===== src/rtl/core2wb_pkg.sv =====
// Shared types and constants for the Ibex-to-Wishbone pipelined bridge.
//   state_e : bridge operating mode (normal traffic or draining after an abort)
//   cnt_w() : width of a counter able to hold 0..max_pending inclusive
package core2wb_pkg;

  localparam int unsigned DEF_AW          = 32;
  localparam int unsigned DEF_DW          = 32;
  localparam int unsigned DEF_MAX_PENDING = 16;
  localparam int unsigned DEF_TIMEOUT     = 1024;

  typedef enum logic [0:0] {
    RUN   = 1'b0,
    FLUSH = 1'b1
  } state_e;

  function automatic int unsigned cnt_w(input int unsigned max_pending);
    return $clog2(max_pending + 1);
  endfunction

endpackage


===== src/rtl/wb_watchdog.sv =====
// Response watchdog: counts consecutive cycles in which the bridge is waiting for
// a response and flags expiry on the TIMEOUT-th such cycle.
//   clk    : clock
//   rst    : synchronous active-high reset
//   en     : waiting for a response this cycle
//   clr    : progress was made (or nothing is outstanding); restart the count
//   expire : combinational, high on the cycle the wait budget runs out
// TIMEOUT == 0 disables the watchdog entirely.
module wb_watchdog #(
  parameter int unsigned TIMEOUT = 1024
) (
  input  logic clk,
  input  logic rst,
  input  logic en,
  input  logic clr,
  output logic expire
);

  if (TIMEOUT == 0) begin : g_off
    logic w_unused;
    assign w_unused = ^{clk, rst, en, clr};
    assign expire   = 1'b0;
  end else begin : g_on
    localparam int unsigned W = (TIMEOUT > 1) ? $clog2(TIMEOUT) : 1;

    logic [W-1:0] r_cnt;
    logic         w_hit;

    // r_cnt holds the number of waiting cycles already seen, so the current
    // waiting cycle is number r_cnt+1.
    assign w_hit  = (r_cnt == W'(TIMEOUT - 1));
    assign expire = en & w_hit;

    always_ff @(posedge clk) begin
      if (rst) begin
        r_cnt <= '0;
      end else if (clr) begin
        r_cnt <= '0;
      end else if (en) begin
        r_cnt <= w_hit ? '0 : r_cnt + 1'b1;
      end
    end
  end

endmodule


===== src/rtl/core2wb_pipe.sv =====
// Bridge from the Ibex instruction/data request interface to a Wishbone B4
// pipelined master, with an outstanding-transaction limit and a response
// watchdog. On watchdog expiry the bus cycle is aborted (wb_cyc dropped) and
// every orphaned request is answered with an error response, one per cycle.
//   clk, rst                      : clock, synchronous active-high reset
//   core_req/gnt/addr/we/be/wdata : core request channel (gnt zero-latency)
//   core_rvalid/rdata/err         : core response channel (err qualified by rvalid)
//   wb_cyc/stb/adr/we/sel/dat_o   : Wishbone master request outputs
//   wb_dat_i/ack/err/stall        : Wishbone slave returns
//   pending                       : outstanding transaction count
//   timeout                       : one-cycle pulse, cycle after watchdog expiry
//   spurious                      : one-cycle pulse on ack/err with nothing pending
module core2wb_pipe
  import core2wb_pkg::*;
#(
  parameter int unsigned AW          = DEF_AW,
  parameter int unsigned DW          = DEF_DW,
  parameter int unsigned MAX_PENDING = DEF_MAX_PENDING,
  parameter int unsigned TIMEOUT     = DEF_TIMEOUT,
  parameter bit          READ_BE     = 1'b0
) (
  input  logic                            clk,
  input  logic                            rst,
  input  logic                            core_req,
  output logic                            core_gnt,
  input  logic [AW-1:0]                   core_addr,
  input  logic                            core_we,
  input  logic [DW/8-1:0]                 core_be,
  input  logic [DW-1:0]                   core_wdata,
  output logic                            core_rvalid,
  output logic [DW-1:0]                   core_rdata,
  output logic                            core_err,
  output logic                            wb_cyc,
  output logic                            wb_stb,
  output logic [AW-1:0]                   wb_adr,
  output logic                            wb_we,
  output logic [DW/8-1:0]                 wb_sel,
  output logic [DW-1:0]                   wb_dat_o,
  input  logic [DW-1:0]                   wb_dat_i,
  input  logic                            wb_ack,
  input  logic                            wb_err,
  input  logic                            wb_stall,
  output logic [cnt_w(MAX_PENDING)-1:0]   pending,
  output logic                            timeout,
  output logic                            spurious
);

  localparam int unsigned CW = cnt_w(MAX_PENDING);

  state_e        r_state;
  state_e        w_state_d;
  logic [CW-1:0] r_pending;
  logic [CW-1:0] w_pending_d;
  logic          r_timeout;

  logic w_run;
  logic w_busy;
  logic w_any_rsp;
  logic w_rsp;
  logic w_room;
  logic w_wd_en;
  logic w_wd_clr;
  logic w_expire;

  assign w_run     = (r_state == RUN);
  assign w_busy    = (r_pending != '0);
  assign w_any_rsp = wb_ack | wb_err;
  assign w_rsp     = w_run & w_any_rsp & w_busy;
  // Registered count only: an ack in this cycle frees a slot next cycle.
  assign w_room    = (r_pending < CW'(MAX_PENDING));

  // Request path
  assign wb_stb   = w_run & core_req & w_room;
  assign core_gnt = wb_stb & ~wb_stall;
  assign wb_cyc   = w_run & (core_req | w_busy);
  assign wb_adr   = core_addr;
  assign wb_we    = core_we;
  assign wb_dat_o = core_wdata;
  assign wb_sel   = (core_we || READ_BE) ? core_be : '1;

  // Response path; in FLUSH each outstanding request is retired with an error.
  assign core_rvalid = w_run ? w_rsp : w_busy;
  assign core_err    = w_run ? wb_err : 1'b1;
  assign core_rdata  = w_run ? wb_dat_i : '0;
  assign spurious    = w_run & w_any_rsp & ~w_busy;

  assign pending = r_pending;
  assign timeout = r_timeout;

  assign w_wd_en  = w_run & w_busy & ~w_rsp;
  assign w_wd_clr = ~w_run | ~w_busy | w_rsp;

  wb_watchdog #(
    .TIMEOUT(TIMEOUT)
  ) u_watchdog (
    .clk   (clk),
    .rst   (rst),
    .en    (w_wd_en),
    .clr   (w_wd_clr),
    .expire(w_expire)
  );

  always_comb begin
    w_pending_d = r_pending;
    w_state_d   = r_state;
    case (r_state)
      RUN: begin
        if (core_gnt && !w_rsp) begin
          w_pending_d = r_pending + 1'b1;
        end else if (!core_gnt && w_rsp) begin
          w_pending_d = r_pending - 1'b1;
        end
        if (w_expire) begin
          w_state_d = FLUSH;
        end
      end
      FLUSH: begin
        if (w_busy) begin
          w_pending_d = r_pending - 1'b1;
        end else begin
          w_state_d = RUN;
        end
      end
      default: w_state_d = RUN;
    endcase
  end

  always_ff @(posedge clk) begin
    if (rst) begin
      r_state   <= RUN;
      r_pending <= '0;
      r_timeout <= 1'b0;
    end else begin
      r_state   <= w_state_d;
      r_pending <= w_pending_d;
      r_timeout <= w_expire;
    end
  end

endmodule


===== config.mk =====
export PLATFORM = sky130hd
export DESIGN_NAME = core2wb_pipe
export DESIGN_NICKNAME = d
export VERILOG_FILES = /design/src/rtl/core2wb_pkg.sv /design/src/rtl/wb_watchdog.sv /design/src/rtl/core2wb_pipe.sv
export SDC_FILE = /design/constraint.sdc
export NUM_CORES = 1
export LEC_CHECK = 0
export BUFFER_PORTS_ARGS = -buffer_cell sky130_fd_sc_hd__buf_4
export CAP_MARGIN = 20
export CORE_ASPECT_RATIO = 0.6
export CORE_MARGIN = 4
export CORE_UTILIZATION = 28
export CTS_BUF_LIST = sky130_fd_sc_hd__clkbuf_8
export CTS_CLUSTER_DIAMETER = 40
export DETAILED_ROUTE_END_ITERATION = 10
export GPL_ROUTABILITY_DRIVEN = 1
export PLACE_DENSITY_LB_ADDON = 0.15
export SYNTH_ARGS = -nofsm -noshare
export SYNTH_HDL_FRONTEND = slang
export SYNTH_SLANG_ARGS = --single-unit

===== constraint.sdc =====
create_clock -name clk -period 2.4 [get_ports clk]
set_clock_uncertainty 0.05 [all_clocks]
set_input_delay 0.24 -clock clk [delete_from_list [all_inputs] [get_ports clk]]
set_output_delay 0.24 -clock clk [all_outputs]
set_load 0.03 [all_outputs]

# After elaboration in Yosys (flattened, before gate mapping)
# Index checks and enable logic that the tools add are counted.
# classes
n_addsub	3
n_lt_le_gt_ge	1
n_eq_ne	3
muxes	12
n_bitwise	18
n_reduce_logical	7
# op_table
cell	n
32-bit 2-to-1 mux	1
5-bit 2-to-1 mux	3
10-bit by 1-bit adder with 10-bit output, second input constant	1
1-bit bitwise AND	10
10-bit equality test, second input constant	1
10-bit 2-to-1 mux	1
5-bit one-hot mux with 2 select lines	1
5-bit by 1-bit adder with 5-bit output, second input constant	1
5-bit less-than comparator, second input constant	1
5-bit nonzero test	1
5-bit by 1-bit subtractor with 5-bit output, second input constant	1
1-bit 2-to-1 mux	4
4-bit 2-to-1 mux	1
1-bit NOT	4
1-bit OR	4
3-bit by 1-bit inequality test with 1-bit output, second input constant	1
1-bit logical AND	2
1-bit zero test	2
2-bit by 1-bit inequality test with 1-bit output, second input constant	1
1-bit one-hot mux with 2 select lines	1
2-bit AND reduction	1
2-bit OR reduction	1
# word_totals
reg_bits	17
in_bits	107
output_inout_bits	113
wordCells	48

# Depth between registers and ports, before layout
# depth
ltp_word	9
depth_mapped	6

# Modules after synthesis
# From an unflattened synthesis, not the netlist that was laid out.
# unflattened
hier_cells	215
area_unflattened_um2	1726.7
# modules_own_cells
mod	instances	cells_per_inst	area_per_inst_um2	seq_area_each_um2
core2wb_pipe	1	160	1219.9	140.1
wb_watchdog	1	55	506.7	200.2

# Worst setup path before layout
# Ideal clock, no wire load.
# synth_path
path_kind	register to register
startpoint	register r_pending[4] (netlist: pending[4])
endpoint	register r_pending[2] (netlist: pending[2])
setup_ps	70
arrival_time_ps	2018
required_ps	2280
slack_ps	263
path_stages_with_launch	5
n_path_buf	0
synth_period_minus_slack_ps	2137
path_cell_list	dfxtp_1 > nor4b_4 > o21ba_4 > or4_1 > a21oi_1
# synth_between
elab_chain_len	7
word_cells_on_any_way	14
classes_between	order compare: 1; eq/ne: 2; mux: 2; bitwise: 3; reduce/logical: 6
# synth_rtl
element	line_no	text
start: declaration	core2wb_pipe.sv:52	logic [CW-1:0] r_pending;
start signal: assignment	core2wb_pipe.sv:135	r_pending <= w_pending_d;
5-bit less-than comparator (*)	core2wb_pipe.sv:70	assign w_room = (r_pending < CW'(MAX_PENDING));
1-bit bitwise AND (*)	core2wb_pipe.sv:73	assign wb_stb = w_run & core_req & w_room;
1-bit bitwise AND (*)	core2wb_pipe.sv:74	assign core_gnt = wb_stb & ~wb_stall;
net core_gnt	core2wb_pipe.sv:25	output logic core_gnt,
1-bit zero test	core2wb_pipe.sv:110	end else if (!core_gnt && w_rsp) begin
1-bit logical AND	core2wb_pipe.sv:110	
3-bit by 1-bit inequality test with 1-bit output (no source line)	-	
2-bit AND reduction (no source line)	-	
# The timed path passes the listed nets; every way through them passes the cells marked *.
# A chain may end at the register's enable or synchronous reset.

# Worst setup path in the final report
# layout_path
startpoint	register r_pending[0] (netlist: pending[0])
endpoint	register r_pending[3] (netlist: pending[3])
# layout_between
elab_chain_len	7
word_cells_on_any_way	18
classes_between	add/sub: 2; order compare: 1; eq/ne: 2; mux: 4; bitwise: 3; reduce/logical: 6
# layout_rtl
element	line_no
5-bit less-than comparator	core2wb_pipe.sv:70
1-bit bitwise AND	core2wb_pipe.sv:73
1-bit bitwise AND	core2wb_pipe.sv:74
1-bit zero test	core2wb_pipe.sv:110
1-bit logical AND	core2wb_pipe.sv:110
3-bit by 1-bit inequality test with 1-bit output (no source line)	-
2-bit AND reduction (no source line)	-
# Several ways; a longest one is shown, not always the timed one. The select of a mux whose other input is x is not followed.

==> flow_metrics.py <==
metrics = {
    "run_status": {
        "status": "finished clean",
    },
    "setup_path": {
        "critPathTopFamily": "simple AND/OR/NAND/NOR gates",
        "r2r_slack_ns": 0.28,
        "crit-reg2reg-launch": "pending[0]",
        "path_max_fanout": 10,
        "crit_type": "reg -> reg",
        "reg2reg_depth": 6,
        "cp_num_buf_inv": 1,
        "startpoint_type": "flop",
        "cp_slowest_cell": "nor4b_4",
        "cp_cell_sequence": "inv_1 -> ha_1 -> nor4b_4 -> nor3b_2 -> a211oi_1 -> mux2_2",
        "cp.depth": 6,
        "endpoint_kind": "flop",
        "critPathMaxStageDelay_ns": 0.50,
        "required_ns": 2.50,
        "worst_ep_arrival_time_ns": 2.22,
        "reg2reg_to": "pending[3]",
    },
    "pwr": {
        "pwr_density_cell_nw_per_um2": 701,
        "clockPowerShare_pct": 15.4,
        "p_leak_uw": 0.000909,
        "intPower_uw": 774,
        "p_sw_share_pct": 43.9,
        "pwr-share-seq_pct": 27.3,
        "p_sw_uw": 605,
        "combPwrFrac_pct": 57.3,
        "max-vdd-ir-drop_mv": 0.432,
    },
    "timing": {
        "slew_headroom_pct": 63.3,
        "min_period_ns": 2.12,
        "slew_viol_final": 0,
        "finalSetupViolCount": 0,
        "period_share_pct": 88.3,
        "fmax_mhz": 472,
        "fin_ws_ns": 0.280,
        "finalHoldViolations": 0,
        "worst_slew_pin_slew_ns": 0.548,
        "fin_tns_setup_ns": 0,
        "rsz0062_at_grt": "no",
    },
    "floorplanning": {
        "dieArea_sq_um": 7110,
        "die_y_um": 66.9,
        "rows": 21,
        "num_io_pins": 220,
        "start_util_pct": 29.0,
        "die_w_um": 106,
        "core_area_sq_um": 5600,
    },
    "detailed_routing": {
        "first_iter_violations": 54,
        "wl_per_cell_um": 15.1,
        "wl_met1_mm": 1.95,
        "met3WireLength_um": 504,
        "drc": 0,
        "dr.max_layer_used": "met4",
        "vias": 1338,
        "ant_nets": 0,
        "vias_per_cell": 4.27,
        "wirelength_mm": 4.73,
        "wl_met2_mm": 2.25,
        "dr.pass1.iters": 4,
    },
    "final_layout": {
        "drive_above_1_share_pct": 45.1,
        "n_antenna_cell": 0,
        "nFillCells": 607,
        "nets": 344,
        "syn_to_final_growth_pct": 21.5,
        "fin_cells": 313,
        "final_area_sq_um": 1970,
        "finalCoreUtilization_pct": 35.2,
    },
    "synth": {
        "synth-seq-cells": 17,
        "synth_cell_types": 34,
        "yosys_warnings": 0,
        "syn_nets": 314,
        "synth-async-reset-ratio_pct": 0,
        "avgSynthCellArea_sq_um": 7.94,
        "synth_top_flop_cell": "dfxtp_1",
        "synth_enable_flop_cells": 0,
        "synthCells": 204,
        "synth_area_sq_um": 1620,
        "ys_seq_area_share_pct": 21.0,
    },
    "global_routing": {
        "grt_pass1_vias": 1229,
        "grtUsageTotal_pct": 11.9,
        "antenna_found_initial": 0,
        "grt.overflow.total": 0,
        "grt_pass1_wl_mm": 6.77,
        "grt_max_degree": 35,
    },
    "placed_design": {
        "place_congestion": 0.756,
        "io_buffer_count": 91,
        "dp_slack_ns": 0.285,
        "post_dp_cell_area_sq_um": 1920,
        "dp_cells": 309,
        "dp_hpwl_mm": 3.94,
    },
    "worst_hold_path": {
        "hold_depth": 2,
        "min-delay-start": "rst",
        "min_to": "pending[2]",
        "hp-class": "in -> reg",
    },
    "clocking": {
        "clk_pin_slew_ns": 0.07,
        "cts_setup_buffers": 0,
        "clock-sinks": 17,
        "cts_tree": "done",
        "htree_levels": 1,
        "numCtsBuffers": 3,
        "cts_root_buf": "clkbuf_8",
        "clk_latency_ns": 0.25,
        "clk_path_buf_depth": 2,
        "post_cts_resized": 0,
        "hold_buffers": 0,
    },
    "job": {
        "cap_viol_max_count": 0,
    },
}
[cell usage after synthesis (2+ instances only)]
library cell / instances / area [sq um]
nor4_1: 3 / 18.8
or4_1: 2 / 15.0
a21oi_1: 5 / 25.0
o21ai_0: 2 / 10.0
nor2b_1: 34 / 213
nor4b_4: 2 / 47.6
clkbuf_1: 4 / 15.0
nand2_1: 4 / 15.0
nand3_1: 4 / 20.0
xor2_1: 4 / 35.0
or3_1: 5 / 31.3
ha_1: 3 / 37.5
inv_1: 4 / 15.0
nor2_1: 15 / 56.3
nor3_1: 4 / 20.0
xnor2_1: 3 / 26.3
buf_4: 65 / 488
nand2b_1: 4 / 25.0
dfxtp_1: 17 / 340
or2_2: 3 / 18.8
nand4_1: 4 / 25.0
[flip-flops by register name (all words and copies together) (netlist names)]
register               flops
pending                    5
timeout                    1
u_watchdog.g_on.r_cnt     10
r_state                    1
[power by group through the flow]
stage / sequential, uW / combinational, uW / clock (uW)
CTS: 376 / 798 / 219
floorplan: 429 / 658 / 0
finish: 376 / 791 / 212
detailed placement: 382 / 795 / 0
global route: 382 / 861 / 228
global placement: 380 / 802 / 0
[final cells by class]
class | instances | area, sq um | share of cell area, %
clock buffers | 3 | 41.3 | 2.10
flip-flops and latches | 17 | 340 | 17.3
multi-input cells | 114 | 762 | 38.7
repair buffers | 94 | 706 | 35.9
well taps | 80 | 100 | 5.09
inverters | 4 | 15.0 | 0.763
clock inverters | 1 | 3.75 | 0.191
[cells by family after synthesis]
| logic type | synth area share [%] |
|---|---|
| AND/OR/NAND/NOR | 32.9 |
| buffers and inverters | 32.0 |
| flip-flops | 21.0 |
| AO/OA/AOI/OAI | 6.72 |
| XOR/XNOR | 3.78 |
| adder cells (fa/ha/maj) | 2.32 |
| multiplexers | 1.31 |
[worst register-to-register path: stages (launching register included)]
cell	delay [ns]
dfxtp_1	0.37
inv_1	0.08
ha_1	0.21
nor4b_4	0.50
nor3b_2	0.16
a211oi_1	0.29
mux2_2	0.36
[worst max path at each step]
stage,from,slack (ns),end
2_1_floorplan,pending[4],0.26,pending[2]
3_3_place_gp,pending[0],0.37,pending[2]
3_5_place_dp,pending[0],0.29,pending[3]
4_1_cts,pending[0],0.27,pending[3]
5_1_grt,pending[0],0.06,pending[3]
6_report,pending[0],0.28,pending[3]
[placed cells by master, fill, tap and decap left out, types with 5 or more instances in the layout]
cell type  instances
a21oi_1            5
buf_4             94
dfxtp_1           17
inv_1              5
nor2_1            15
nor2b_1           34
or3_1              5
[metal layers]
metal,vias up,track usage [%]
met3,2,4.84
met4,0,2.75
met2,70,19.5
met1,600,14.8
met5,-,0
li1,666,-
[through the flow]
step                      hold slack (ns)  power, uW
after floorplan                     0.259       1090
after global placement              0.382       1180
after detailed placement            0.391       1180
after CTS                           0.155       1390
after global routing                0.167       1470
final                               0.160       1380
Power figures use the tool's default switching activity.
